--- config.mk ---
export PLATFORM = sky130hd
export DESIGN_NAME = lookup3_stream
export DESIGN_NICKNAME = d
export VERILOG_FILES = /design/src/rtl/lookup3_stream.sv
export SDC_FILE = /design/constraint.sdc
export NUM_CORES = 2
export LEC_CHECK = 0
export BUFFER_PORTS_ARGS = -buffer_cell sky130_fd_sc_hd__buf_2
export CAP_MARGIN = 10
export CORE_ASPECT_RATIO = 2
export CORE_UTILIZATION = 25
export CTS_BUF_LIST = sky130_fd_sc_hd__clkbuf_8
export DETAILED_ROUTE_END_ITERATION = 8
export PLACE_DENSITY = 0.46
export REMOVE_ABC_BUFFERS = 1
export SYNTH_ARGS = -nofsm -noshare
export SYNTH_HDL_FRONTEND = slang
export SYNTH_SLANG_ARGS = --single-unit
--- constraint.sdc ---
create_clock -name CLK -period 10.8 [get_ports CLK]
set_input_delay 0.54 -clock CLK [delete_from_list [all_inputs] [get_ports CLK]]
set_output_delay 0.54 -clock CLK [all_outputs]
set_load 0.02 [all_outputs]
--- src/rtl/lookup3_stream.sv ---
// -----------------------------------------------------------------------------
// lookup3_stream
// Streaming Jenkins lookup3 "hashlittle" engine. A key arrives as one or more
// 96-bit beats (k0/k1/k2, little-endian bytes). The total length is given on
// in_len with the first beat. Each full 12-byte block is mixed in 3 cycles.
// The final (partial) block is masked to its valid bytes and finalised in
// 2 cycles. The hash is then held on out_hash until the consumer takes it.
//
// Ports:
//   CLK, RST      clock, synchronous active-high reset
//   seed          32-bit seed, present only with LOOKUP3_SEED_PORT_EN defined
//                 (otherwise the INITVAL parameter is the seed)
//   in_valid/in_ready/in_data/in_len   key beat handshake (in_len on 1st beat)
//   out_valid/out_ready/out_hash       result handshake
//   busy          high whenever the engine is not idle
//
// Configuration macro: LOOKUP3_SEED_PORT_EN
// -----------------------------------------------------------------------------
module lookup3_stream #(
    parameter int          LEN_W   = 8,
    parameter logic [31:0] INITVAL = 32'h0
) (
    input  logic             CLK,
    input  logic             RST,
`ifdef LOOKUP3_SEED_PORT_EN
    input  logic [31:0]      seed,
`endif
    input  logic             in_valid,
    output logic             in_ready,
    input  logic [95:0]      in_data,
    input  logic [LEN_W-1:0] in_len,
    output logic             out_valid,
    input  logic             out_ready,
    output logic [31:0]      out_hash,
    output logic             busy
);

    typedef enum logic [2:0] {IDLE, ABSORB, MIX, FINAL, OUT} state_t;

    state_t           state_reg, state_next;
    logic [1:0]       phase_reg;
    logic [LEN_W-1:0] rem_reg;
    logic [31:0]      a_reg, b_reg, c_reg, hash_reg;

    logic [31:0]      seed_w;
`ifdef LOOKUP3_SEED_PORT_EN
    assign seed_w = seed;
`else
    assign seed_w = INITVAL;
`endif

    function automatic logic [31:0] rotl(input logic [31:0] x, input int unsigned r);
        return (x << r) | (x >> (32 - r));
    endfunction

    // Length still to be absorbed: on the first beat it comes straight from in_len.
    logic             accept;
    logic [LEN_W-1:0] rem_eff;
    logic             rem_gt12;
    logic [31:0]      init_val;
    logic [95:0]      key_mask, key_m;
    logic [31:0]      abs_a, abs_b, abs_c;

    assign accept   = in_valid && in_ready;
    assign rem_eff  = (state_reg == IDLE) ? in_len : rem_reg;
    assign rem_gt12 = rem_eff > LEN_W'(12);
    assign init_val = 32'hDEADBEEF + 32'(in_len) + seed_w;

    // Byte lane gi is kept only if it lies inside the remaining key length.
    for (genvar gi = 0; gi < 12; gi++) begin : g_mask
        assign key_mask[gi*8 +: 8] = (rem_eff > LEN_W'(gi)) ? 8'hFF : 8'h00;
    end
    assign key_m = in_data & key_mask;

    // The first beat adds onto the freshly initialised a=b=c value.
    assign abs_a = ((state_reg == IDLE) ? init_val : a_reg) + key_m[31:0];
    assign abs_b = ((state_reg == IDLE) ? init_val : b_reg) + key_m[63:32];
    assign abs_c = ((state_reg == IDLE) ? init_val : c_reg) + key_m[95:64];

    // Two mix sub-steps per cycle; sub-step (x,y,r) is x-=y; x^=rot(y,r); y+=z.
    logic [31:0] mix_a, mix_b, mix_c;
    always_comb begin
        mix_a = a_reg;
        mix_b = b_reg;
        mix_c = c_reg;
        case (phase_reg)
            2'd0: begin
                mix_a = (mix_a - mix_c) ^ rotl(mix_c, 4);  mix_c = mix_c + mix_b;
                mix_b = (mix_b - mix_a) ^ rotl(mix_a, 6);  mix_a = mix_a + mix_c;
            end
            2'd1: begin
                mix_c = (mix_c - mix_b) ^ rotl(mix_b, 8);  mix_b = mix_b + mix_a;
                mix_a = (mix_a - mix_c) ^ rotl(mix_c, 16); mix_c = mix_c + mix_b;
            end
            default: begin
                mix_b = (mix_b - mix_a) ^ rotl(mix_a, 19); mix_a = mix_a + mix_c;
                mix_c = (mix_c - mix_b) ^ rotl(mix_b, 4);  mix_b = mix_b + mix_a;
            end
        endcase
    end

    // Final avalanche split over two cycles (rotates 14,11,25,16 then 4,14,24).
    logic [31:0] fin_a, fin_b, fin_c;
    always_comb begin
        fin_a = a_reg;
        fin_b = b_reg;
        fin_c = c_reg;
        if (phase_reg == 2'd0) begin
            fin_c = (fin_c ^ fin_b) - rotl(fin_b, 14);
            fin_a = (fin_a ^ fin_c) - rotl(fin_c, 11);
            fin_b = (fin_b ^ fin_a) - rotl(fin_a, 25);
            fin_c = (fin_c ^ fin_b) - rotl(fin_b, 16);
        end else begin
            fin_a = (fin_a ^ fin_c) - rotl(fin_c, 4);
            fin_b = (fin_b ^ fin_a) - rotl(fin_a, 14);
            fin_c = (fin_c ^ fin_b) - rotl(fin_b, 24);
        end
    end

    // State register
    always_ff @(posedge CLK) begin
        if (RST) state_reg <= IDLE;
        else     state_reg <= state_next;
    end

    // Next-state logic
    always_comb begin
        state_next = state_reg;
        case (state_reg)
            IDLE: if (in_valid) begin
                if (in_len == '0)  state_next = OUT;
                else if (rem_gt12) state_next = MIX;
                else               state_next = FINAL;
            end
            ABSORB: if (in_valid) state_next = rem_gt12 ? MIX : FINAL;
            MIX:    if (phase_reg == 2'd2) state_next = ABSORB;
            FINAL:  if (phase_reg == 2'd1) state_next = OUT;
            OUT:    if (out_ready) state_next = IDLE;
            default: state_next = IDLE;
        endcase
    end

    // Outputs decoded from state
    always_comb begin
        in_ready  = (state_reg == IDLE) || (state_reg == ABSORB);
        busy      = (state_reg != IDLE);
        out_valid = (state_reg == OUT);
    end
    assign out_hash = hash_reg;

    // Datapath
    always_ff @(posedge CLK) begin
        if (RST) begin
            a_reg     <= '0;
            b_reg     <= '0;
            c_reg     <= '0;
            rem_reg   <= '0;
            phase_reg <= '0;
            hash_reg  <= 32'hFFFFFFFF;
        end else begin
            case (state_reg)
                IDLE, ABSORB: if (accept) begin
                    a_reg     <= abs_a;
                    b_reg     <= abs_b;
                    c_reg     <= abs_c;
                    rem_reg   <= rem_gt12 ? (rem_eff - LEN_W'(12)) : '0;
                    phase_reg <= '0;
                    // Zero-length key: the initial c value is the hash.
                    if (state_reg == IDLE && in_len == '0) hash_reg <= init_val;
                end
                MIX: begin
                    a_reg     <= mix_a;
                    b_reg     <= mix_b;
                    c_reg     <= mix_c;
                    phase_reg <= phase_reg + 2'd1;
                end
                FINAL: begin
                    a_reg     <= fin_a;
                    b_reg     <= fin_b;
                    c_reg     <= fin_c;
                    phase_reg <= phase_reg + 2'd1;
                    if (phase_reg == 2'd1) hash_reg <= fin_c;
                end
                default: ;
            endcase
        end
    end

endmodule

==> impl_metrics.py <==
metrics = {
    "sta": {
        "max_clock_freq_mhz": 93.91,
        "rsz0062_at_grt": "yes",
        "min_period_ns": 10.65,
        "worst_slew_margin_rel_pct": -8.103,
        "clock_skew_ns": 0.05855,
        "finalHoldViolCount": 0,
        "tightest_slew_ns": 1.622,
        "setup_viol": 0,
        "finalCritPeriodShare_pct": 98.60,
        "fin_tns_setup_ns": 0,
        "fin_hold_ws_ns": 0.1173,
        "slew_violations": 1,
    },
    "synth": {
        "synth_common_cells": "752 x xnor2_1, 685 x ha_1, 634 x a21oi_1",
        "synth_top_area_cell": "ha_1",
        "ys_seq_area_share_pct": 6.080,
        "async_flop_share_pct": 0,
        "syn_inst": 6506,
        "syn-cell-area_um2": 46430,
        "synth-edff-count": 0,
        "synth.avg_cell_area_um2": 7.136,
        "synth_top_area_share_pct": 18.46,
        "synth.most_common_cell": "xnor2_1",
        "yosysUniqueCellTypes": 107,
        "yosys-top-cells-area": "ha_1 18%, xnor2_1 14%, a21oi_1 6.8%",
        "postSynthRegisterBits": 141,
        "synthFlopType": "dfxtp_1",
        "yosysWarnings": 0,
    },
    "critical_path": {
        "slowest_stage": "or3b_2",
        "max_stage_delay_ns": 0.62,
        "cp_max_fo": 7,
        "crit_path_end_kind": "flop",
        "setup.worst_path.start_class": "flop",
        "critPathKind": "flop to flop",
        "cp.arrival_ns": 11.19,
        "cp_num_buf_inv": 9,
        "cp_top_family": "compound AO/OA/AOI/OAI gates",
        "worstPathRequired_ns": 11.34,
    },
    "outcome": {
        "status": "finished, violations left",
        "violations": "max-slew violations",
    },
    "route": {
        "vias": 61300,
        "drc": 0,
        "drt-wirelength-per-cell_um": 42.78,
        "dr.pass1.iters": 8,
        "antenna_left": 0,
        "viasPerCell": 6.020,
        "first_iter_violations": 6161,
        "wl_um": 435600,
    },
    "die": {
        "coreArea_um2": 184400,
        "dieArea_um2": 187500,
        "die_h_um": 611.4,
        "rows": 223,
        "io_pins": 143,
        "die_width_um": 306.7,
        "start_util_pct": 25.17,
    },
    "run": {
        "maxCapViolCount": 0,
    },
    "global_routing": {
        "grt_pass1_wl_um": 565600,
        "antenna_found_initial": 56,
        "overflow": 0,
        "grt_start_max_net_pins": 82,
        "grt_util_all_layers_pct": 45.64,
        "grt_pass1_vias": 59710,
    },
    "worst_hold_path": {
        "min_path_type": "input pin to flop",
    },
    "cells_and_area": {
        "instances_no_fill": 10180,
        "areaGrowthSynthToFinish_pct": 30.80,
        "utilization_pct": 32.93,
        "fin_nets": 8472,
        "drive_above_1_share_pct": 21.98,
    },
    "clock_tree": {
        "hold_buffers": 0,
        "root_buffer": "clkbuf_8",
        "cts.clk_slew.worst_paths_ns": 0.13,
        "cts_buffers": 25,
        "cts.htree.levels": 4,
        "clk_latency_ns": 0.67,
        "cts.sinks": 141,
        "cts_tree": "built",
        "cts_buffer_depth": 3,
    },
    "place": {
        "port-buffer-count": 142,
        "gp_congestion": 1.124,
        "place_hpwl_um": 366400,
        "numPlacedInstances": 10050,
    },
}
-- path summary, 6_finish.rpt --
kind                   to       start  depth (start not counted)  slack, ns
max             c_reg[28]   c_reg[13]                         42       0.15
min          state_reg[2]   out_ready                          3       0.12
max reg2reg     c_reg[28]   c_reg[13]                         42       0.15
min reg2reg    rem_reg[3]  rem_reg[3]                          2       0.47
-- placed cells by master (no fill, tap or decap), types with 143 or more instances in the layout --
cell type	Yosys	final
xor2_1	216	206
a21oi_1	634	617
buf_4	2	1169
buf_2	6	143
o21ai_0	358	336
nor2_1	497	483
a21o_1	263	262
xnor2_1	752	707
inv_1	489	473
nand2_1	439	435
ha_1	685	663
-- repair_timing --
| action | CTS | global route |
|---|---|---|
| resized for setup | 50 | 133 |
| setup buffers | 21 | 27 |
| setup endpoints to repair | 50 | 53 |
| pin swaps | 29 | 101 |
-- stage by stage --
stage               cell area, um^2  setup WS [ns]
floorplan                     45560        -0.2461
global placement              58660        -0.6792
detailed placement            58680        -0.6882
CTS                           59520       0.004940
global route                  60620        -0.1483
finish                        60730         0.1516
-- tightest hold or removal path, delay by kind of cell --
kind,cells,cell delay [ns]
AND/OR/NAND/NOR,1,0.08
buffers and inverters,1,0.07
AO/OA/AOI/OAI,1,0.06
-- cells by family (layout without fill, tap and decap cells) --
kind of cell | count (synthesis) | after routing | synth area share [%]
and+or+nand+nor | 1729 | 1729 | 17.98
adders and majority gates | 711 | 711 | 19.50
xor gates and xnor gates | 976 | 976 | 18.62
AOI/OAI and AO/OA | 2200 | 2200 | 31.21
buffers and inverters | 714 | 1870 | 5.837
other | 0 | 46 | 0
DFF | 141 | 141 | 6.080
muxes | 35 | 35 | 0.7707
-- layout make-up --
| cell class | count | area [um^2] |
|---|---|---|
| Fill cell | 20250 | 123700 |
| Multi-Input combinational cell | 5651 | 42210 |
| Timing Repair Buffer | 1348 | 10160 |
| Tap cell | 2475 | 3097 |
| Sequential cell | 141 | 2830 |
| Inverter | 490 | 1872 |
| Clock buffer | 30 | 412.9 |
| Antenna cell | 46 | 115.1 |
| Clock inverter | 2 | 35.03 |
-- per-layer routing --
| layer | track usage, % | vias to the layer above | share of wire [%] |
|---|---|---|---|
| met2 | 74.75 | 3875 | 46 |
| met1 | 40.11 | 29680 | 30 |
| li1 | - | 25760 | - |
| met5 | 0.3658 | - | 0.018 |
| met3 | 13.07 | 1978 | 7.4 |
| met4 | 60.48 | 12 | 16 |
Power is not shown: default switching activity piles up to over one toggle a cycle in this logic, so the estimate is an artifact.
